`src/rtl/serial_to_parallel_if.sv`:
```
// Handshake/data bundle between a serial bit source and the deserializer.
// master drives the serial side and ACK; slave is the deserializer.
interface serial_to_parallel_if #(
  parameter int DEPTH = 3
);
  logic             data;
  logic             shift_en;
  logic             clear;
  logic             ack;
  logic [DEPTH-1:0] data_out;
  logic             valid;
  logic             busy;
  logic             overrun;

  modport master (
    output data, shift_en, clear, ack,
    input  data_out, valid, busy, overrun
  );

  modport slave (
    input  data, shift_en, clear, ack,
    output data_out, valid, busy, overrun
  );
endinterface

```
`src/rtl/serial_to_parallel.sv`:
```
// LSB-first serial-in, parallel-out deserializer with a held output word,
// VALID/ACK handshake and a sticky overrun flag.
module serial_to_parallel #(
  parameter int DEPTH = 3
) (
  input  logic                 clk,
  input  logic                 rst_n,
  serial_to_parallel_if.slave  bus
);
  localparam int CNT_W = $clog2(DEPTH + 1);
  localparam logic [CNT_W-1:0] LAST = CNT_W'(DEPTH - 1);

  logic [DEPTH-1:0] sr;
  logic [CNT_W-1:0] cnt;
  logic [DEPTH-1:0] data_out_q;
  logic             valid_q;
  logic             overrun_q;
  logic [DEPTH-1:0] shifted;
  logic             complete;

  // New bits enter at the top, so the first bit received ends up in bit 0.
  assign shifted  = {bus.data, sr[DEPTH-1:1]};
  assign complete = bus.shift_en && (cnt == LAST);

  always_ff @(posedge clk or negedge rst_n) begin
    if (!rst_n) begin
      sr         <= '0;
      cnt        <= '0;
      data_out_q <= '0;
      valid_q    <= 1'b0;
      overrun_q  <= 1'b0;
    end else if (bus.clear) begin
      sr         <= '0;
      cnt        <= '0;
      data_out_q <= '0;
      valid_q    <= 1'b0;
      overrun_q  <= 1'b0;
    end else if (complete) begin
      // A completing word wins over ACK; ACK only covers the word it replaces.
      data_out_q <= shifted;
      sr         <= '0;
      cnt        <= '0;
      valid_q    <= 1'b1;
      if (valid_q && !bus.ack) overrun_q <= 1'b1;
    end else begin
      if (bus.shift_en) begin
        sr  <= shifted;
        cnt <= cnt + CNT_W'(1);
      end
      if (valid_q && bus.ack) valid_q <= 1'b0;
    end
  end

  assign bus.data_out = data_out_q;
  assign bus.valid    = valid_q;
  assign bus.overrun  = overrun_q;
  assign bus.busy     = (cnt != '0);

endmodule

```
`src/flat_wrapper.sv`:
```
// flat-port wrapper written by rule: the top's interface ports become plain ports
module serial_to_parallel_flat 
#(
  parameter int DEPTH = 3
)
  (clk, rst_n, bus_data, bus_shift_en, bus_clear, bus_ack, bus_data_out, bus_valid, bus_busy, bus_overrun);
  serial_to_parallel_if #(.DEPTH(DEPTH)) bus_i ();
  input  logic clk;
  input  logic rst_n;
  input wire logic [$bits(bus_i.data)-1:0] bus_data;
  input wire logic [$bits(bus_i.shift_en)-1:0] bus_shift_en;
  input wire logic [$bits(bus_i.clear)-1:0] bus_clear;
  input wire logic [$bits(bus_i.ack)-1:0] bus_ack;
  output wire logic [$bits(bus_i.data_out)-1:0] bus_data_out;
  output wire logic [$bits(bus_i.valid)-1:0] bus_valid;
  output wire logic [$bits(bus_i.busy)-1:0] bus_busy;
  output wire logic [$bits(bus_i.overrun)-1:0] bus_overrun;
  assign bus_i.data = bus_data;
  assign bus_i.shift_en = bus_shift_en;
  assign bus_i.clear = bus_clear;
  assign bus_i.ack = bus_ack;
  assign bus_data_out = bus_i.data_out;
  assign bus_valid = bus_i.valid;
  assign bus_busy = bus_i.busy;
  assign bus_overrun = bus_i.overrun;
  serial_to_parallel #(.DEPTH(DEPTH)) u_core (.clk(clk), .rst_n(rst_n), .bus(bus_i));
endmodule
```
`config.mk`:
```
export PLATFORM = sky130hd
export DESIGN_NAME = serial_to_parallel_flat
export DESIGN_NICKNAME = d
export VERILOG_FILES = /design/src/rtl/serial_to_parallel_if.sv /design/src/rtl/serial_to_parallel.sv /design/src/flat_wrapper.sv
export SDC_FILE = /design/constraint.sdc
export NUM_CORES = 1
export LEC_CHECK = 0
export CORE_AREA = 2 2 39 41
export DETAILED_ROUTE_END_ITERATION = 10
export DIE_AREA = 0 0 41 43
export GPL_ROUTABILITY_DRIVEN = 0
export SYNTH_ARGS = -nofsm -noshare
export SYNTH_HDL_FRONTEND = slang
export SYNTH_SLANG_ARGS = --single-unit
```
`constraint.sdc`:
```
create_clock -name clk -period 1.38 [get_ports clk]
set_input_delay 0.207 -clock clk [delete_from_list [all_inputs] [get_ports clk]]
set_output_delay 0.207 -clock clk [all_outputs]
set_load 0.05 [all_outputs]
```
==> qor.txt, run 1 <==
Length of routed met2 wiring -> 499 um
Crit Reg-Reg Startpoint -> u_core.cnt[0]
Floorplan core area -> 0.00138 mm2
Die Height -> 43 um
Final hold violations -> 0
Critical-path maximum fanout -> 2
DR vias -> 351
Least-Margin Pin Slew -> 0.399 ns
H-tree depth reported by CTS -> 1
Maximum number of pins on one net before global-route repair -> 10
Number of flops mapped to enable cells by yosys -> 0
Cells along the critical path -> or2_2 -> buf_4
Count of yosys warnings during synthesis -> 0
Share of layout cells above drive strength 1 -> 29.1%
Syn Std Cell Area -> 423 um2
Total cell area at the placement stage -> 613 um2
Initial antenna violation count -> 0
Chip Width -> 41 um
Kind of end point of the critical path -> output pin
Async SR Flop Fraction -> 100%
Slew margin rel. -> 73.3%
Most instantiated flip-flop cell in the synthesis netlist -> sky130_fd_sc_hd__dfrtp_1
Final cycle utilization of the critical path -> 96.4%
Post-synthesis net count -> 43
Clock skew after layout -> 0.00512 ns
CTS Buf Count -> 3
Layout Nets -> 62
Drt first pass iters -> 5
CP max stage delay -> 0.38 ns
Met3 wirelength from detailed routing -> 58 um
Cells resized by post-CTS repair -> 0
Insertion delay of the later-clocked pin in the worst-skew pair -> 0.26 ns
Clock tree root buffer cell -> sky130_fd_sc_hd__clkbuf_4
Total power -> 0.000574 W
Biggest area contributors in the synthesized netlist -> sky130_fd_sc_hd__dfrtp_1 53%, sky130_fd_sc_hd__nand2b_1 15%, sky130_fd_sc_hd__mux2i_1 7.1%
Worst Setup SP -> u_core.cnt[1]
Leakage dissipation -> 0.281 nW
Run status -> complete, no violations
Sum of routed wire segments on met1 -> 364 um
Clock transition at the registers of the reported paths -> 0.06 ns
Via count of the first global-routing pass -> 330
Hold slack -> 0.234 ns
Required time reported for the critical path endpoint -> 1.17 ns
Number of nets with antenna violations after routing -> 0
Antenna Cells -> 0
Arrival time at the worst endpoint -> 1.12 ns
Synth cell count leaders -> 10 x sky130_fd_sc_hd__nand2b_1, 9 x sky130_fd_sc_hd__dfrtp_1, 3 x sky130_fd_sc_hd__mux2i_1
Number of vias per cell -> 4.94
Cell type contributing the most total cell area after synthesis -> sky130_fd_sc_hd__dfrtp_1
WS Path Type -> reg2out
Proportion of netlist area held by the largest area contributor -> 53.3%
Synthesized area divided by synthesized cell count -> 11.4 um2
Highest layer used for signal routing -> met4
Netlist cell types -> 14
Die Footprint -> 0.00176 mm2
Startpoint kind of the worst setup timing path -> flop
Final-report max-slew violation count -> 0
Total detailed-routing wirelength -> 944 um
IO Pins -> 12
Remaining global-route overflow -> 0
Final TNS setup -> 0 ns
Buffers from clock root to sink, at most -> 2
Count of input and output buffers -> 11
CTS sink count -> 9
Worst-case vdd ir drop -> 426 uV
Average wire length per cell after detail routing -> 13.3 um
DRT iter0 DRCs -> 9
Power density relative to cell area -> 878 mW/mm2
Fmax -> 752 MHz
Unrepaired setup endpoints after global routing -> false
Most frequently used cell type in the post-synthesis netlist -> sky130_fd_sc_hd__nand2b_1
Area growth from synthesis to layout -> 54.7%
Final-report setup violation count -> 0
Wire length of the first global-routing pass -> 1470 um
Final worst path period need -> 1.33 ns
Post-DP HPWL -> 661 um
Post-route standard cell area excluding fillers -> 654 um2
Total number of placement rows -> 14
Number of max-cap violations -> 0
Sequential cell area fraction in the yosys report -> 53.3%
Register bit total from synthesis -> 9
Gate Count Post-Synth -> 37
Slowest cell on the critical path -> sky130_fd_sc_hd__dfrtp_1
Type of the worst min-delay path -> in2async
Initial standard-cell utilization of the core -> 30.6%
Number of design rule violations left after detail routing -> 0
Total global-route track usage -> 14.2%
Final core occ -> 47.3%
TritonCTS clock tree -> yes
## area by class of cell
type	count	area, um2
fillers	138	729
multi-input cells	26	188
flip-flops and latches	9	225
clock buffers	4	26.3
repair buffers	16	195
well taps	16	20.0
## routing by layer
layer / GRT usage, % / up-vias
met1: 13.3 / 171
met4: 10.0 / 0
li1: - / 165
met2: 21.9 / 13
met5: 0 / -
met3: 7.85 / 2
## registers in the layout, indices dropped and copies added (netlist names)
| register | count |
|---|---|
| u_core.bus.data_out | 3 |
| u_core.cnt | 2 |
| u_core.sr | 2 |
| u_core.bus.overrun | 1 |
| u_core.bus.valid | 1 |
## through the flow
| step | cells | setup WS [ns] |
|---|---|---|
| after global routing | 71 | 0.0154 |
| after global placement | 65 | 0.0309 |
| final | 71 | 0.0502 |
| after floorplan | 37 | 0.362 |
| after CTS | 71 | 0.0443 |
| after detailed placement | 65 | -0.00767 |
## logic make-up after synthesis
| group | Yosys count | share of synthesized area (%) |
|---|---|---|
| DFF | 9 | 53.3 |
| muxes | 3 | 7.10 |
| buffers and inverters | 2 | 2.37 |
| and+or+nand+nor | 17 | 26.3 |
| AOI/OAI and AO/OA | 6 | 10.9 |
## report_power, final
part           internal [W]  switching [W]   total, W
logic             0.0000474      0.0000461  0.0000935
clock network      0.000112      0.0000933   0.000205
registers          0.000271     0.00000499   0.000276
total              0.000430       0.000144   0.000574
## placed cells by master (no fill, tap or decap), drive strengths merged
| master | count |
|---|---|
| buf | 11 |
| mux2i | 3 |
| and3b | 1 |
| nor2 | 1 |
| clkbuf | 4 |
| dfrtp | 9 |
| or2 | 1 |
| nor2b | 1 |
| nand2b | 10 |
| or3b | 1 |
| a32o | 2 |
| o31ai | 1 |
| clkdlybuf4s50 | 5 |
| nand3b | 2 |
| a21oi | 3 |
## path summary, 6_finish.rpt
| kind | endpoint | slack (ns) | cells past startpoint |
|---|---|---|---|
| min | u_core.bus.overrun | 0.23 | 1 |
| max in group asynchronous | u_core.sr[1] | 0.86 | 1 |
| max | bus_busy | 0.05 | 2 |
| min in group clk | u_core.sr[1] | 0.49 | 1 |
| max reg2reg | u_core.sr[2] | 0.19 | 3 |
| min reg2reg | u_core.sr[1] | 0.49 | 1 |
## repair_timing
item,in CTS,in global routing
setup endpoints to repair,1,0
hold buffers,0,0
buffers inserted,2,0
## critical path: cells and delay by family (launching register included)
kind	cells	cell delay [ns]
flops	1	0.38
buf+inv	1	0.19
simple gates	1	0.30
No activity file was read; power rests on OpenSTA's default activity.
==> run 2, diff against run 1 <==
--- a/config.mk
+++ b/config.mk
@@ -9,6 +9,7 @@
 export DETAILED_ROUTE_END_ITERATION = 10
 export DIE_AREA = 0 0 41 43
 export GPL_ROUTABILITY_DRIVEN = 0
+export PLACE_DENSITY = 0.57
 export SYNTH_ARGS = -nofsm -noshare
 export SYNTH_HDL_FRONTEND = slang
 export SYNTH_SLANG_ARGS = --single-unit
==> qor.txt, run 2 (synthesis results as in run 1) <==
Die Height -> 43 um
Number of max-cap violations -> 0
Via count of the first global-routing pass -> 323
Type of the worst min-delay path -> in2async
Leading cell types in the layout, fill and taps excluded -> 10 x sky130_fd_sc_hd__nand2b_1, 9 x sky130_fd_sc_hd__dfrtp_1, 5 x sky130_fd_sc_hd__clkdlybuf4s50_1, 5 x sky130_fd_sc_hd__buf_12, 5 x sky130_fd_sc_hd__buf_4
Number of flip-flops in the largest register -> 3
Insertion delay of the later-clocked pin in the worst-skew pair -> 0.25 ns
WS Path Type -> reg2out
CP max stage delay -> 0.40 ns
CTS sink count -> 9
Drt first pass iters -> 4
Initial standard-cell utilization of the core -> 30.6%
Area growth from synthesis to layout -> 55.6%
Unrepaired setup endpoints after global routing -> false
Arrival time at the worst endpoint -> 1.13 ns
Share of layout cells above drive strength 1 -> 29.1%
Commonest non-fill, non-tap cell in the layout -> sky130_fd_sc_hd__nand2b_1
Wire length of the first global-routing pass -> 1260 um
Clock transition at the registers of the reported paths -> 0.06 ns
Buffers from clock root to sink, at most -> 2
Total number of placement rows -> 14
H-tree depth reported by CTS -> 1
Number of vias per cell -> 4.62
Share of total power consumed by net switching -> 23.9%
Clock tree root buffer cell -> sky130_fd_sc_hd__clkbuf_4
Final-report setup violation count -> 0
Floorplan core area -> 0.00138 mm2
Slowest cell on the critical path -> sky130_fd_sc_hd__dfrtp_1
Maximum number of pins on one net before global-route repair -> 10
Worst-case vdd ir drop -> 318 uV
Final hold violations -> 0
Layout Nets -> 62
Count of buffer and inverter cells on the critical path -> 1
Slew margin rel. -> 73.0%
Required time reported for the critical path endpoint -> 1.17 ns
DR vias -> 328
CP top delay family -> flip-flops
Clock skew after layout -> 0.00586 ns
Part of the total power dissipated in the clock network -> 34.8%
TritonCTS clock tree -> yes
Reg area -> 225 um2
Average wire length per cell after detail routing -> 10.6 um
Remaining global-route overflow -> 0
Combinational fraction of design power -> 16.1%
Final worst path period need -> 1.33 ns
Hold-fix buffers, CTS -> 0
DP Cell Count -> 64
Startpoint kind of the worst setup timing path -> flop
Die Footprint -> 0.00176 mm2
IO Pins -> 12
Filler Cells Inserted -> 135
Total global-route track usage -> 10.7%
Final cycle utilization of the critical path -> 96.6%
Cells along the critical path -> or2_2 -> buf_6
Chip Width -> 41 um
Number of design rule violations left after detail routing -> 0
Final-report max-slew violation count -> 0
DRT iter0 DRCs -> 3
Run status -> complete, no violations
Kind of end point of the critical path -> output pin
Footprint of the multi-input gates -> 188 um2
Antenna Cells -> 0
Power density relative to cell area -> 861 mW/mm2
Final Non-Filler Cells -> 71
Leakage dissipation -> 0.282 nW
Psw -> 0.000136 W
Total detailed-routing wirelength -> 752 um
Number of nets with antenna violations after routing -> 0
Initial antenna violation count -> 0
Internal power component -> 0.000431 W
Part of the total power dissipated in sequential elements -> 49.0%
Total power -> 0.000567 W
Least-Margin Pin Slew -> 0.404 ns
Critical-path maximum fanout -> 4
CTS Buf Count -> 3
Count of input and output buffers -> 11
Fmax -> 750 MHz
## run 2: area by class of cell
cell class | instances | share of cell area (%)
sequential | 9 | 34.2
tap | 16 | 3.04
timing repair buffer | 16 | 30.2
multi-input combinational | 26 | 28.5
clock buffer | 4 | 3.99
## run 2: worst paths after layout
path                                from                      to  slack (ns)  cells past startpoint
max                        u_core.cnt[1]                bus_busy        0.05                      2
min in group clk            u_core.sr[1]            u_core.sr[1]        0.50                      1
max in group asynchronous          rst_n  u_core.bus.data_out[0]        0.85                      1
min                                rst_n            u_core.sr[1]        0.24                      1
min reg2reg                 u_core.sr[1]            u_core.sr[1]        0.50                      1
max reg2reg                u_core.cnt[1]           u_core.cnt[0]        0.27                      3
## run 2: what timing repair did
item / in CTS / in global routing
endpoints found under the setup margin: 1 / 1
hold endpoints to repair: 0 / 0
setup buffers: 0 / 3
resized for setup: 1 / 0
## run 2: power groups by stage
stage	Sequential (W)	Clock (W)	Combinational, W
3_3_place_gp	0.000283	0	0.0000809
3_5_place_dp	0.000284	0	0.0000824
6_report	0.000278	0.000197	0.0000915
2_1_floorplan	0.000285	0	0.0000401
5_1_grt	0.000279	0.000224	0.0000981
4_1_cts	0.000279	0.000205	0.0000850
## run 2: worst register-to-register path, delay by kind of cell (launching register included)
kind	cells	cell delay (ns)
buffers and inverters	1	0.14
flip-flops	1	0.40
AO/OA/AOI/OAI	1	0.12
AND/OR/NAND/NOR	1	0.38
## run 2: through the flow
stage | setup TNS (ns) | utilization (%) | cell area, um2 | hold WS (ns) | setup slack, ns
finish | 0 | 47.6 | 658 | 0.245 | 0.0469
global route | 0 | 47.6 | 658 | 0.274 | 0.00914
floorplan | 0 | - | 423 | -0.0886 | 0.362
CTS | 0 | 45.9 | 636 | 0.254 | 0.00849
detailed placement | -0.0185 | 43.8 | 606 | 0.492 | -0.0185
global placement | 0 | 43.8 | 606 | 0.482 | 0.0471
## run 2: metal layers
layer  wire length, um  global-route usage (%)
met5                 0                       0
met4                 0                    6.00
met3                51                    3.14
met2               393                    17.5
met1               307                    11.4
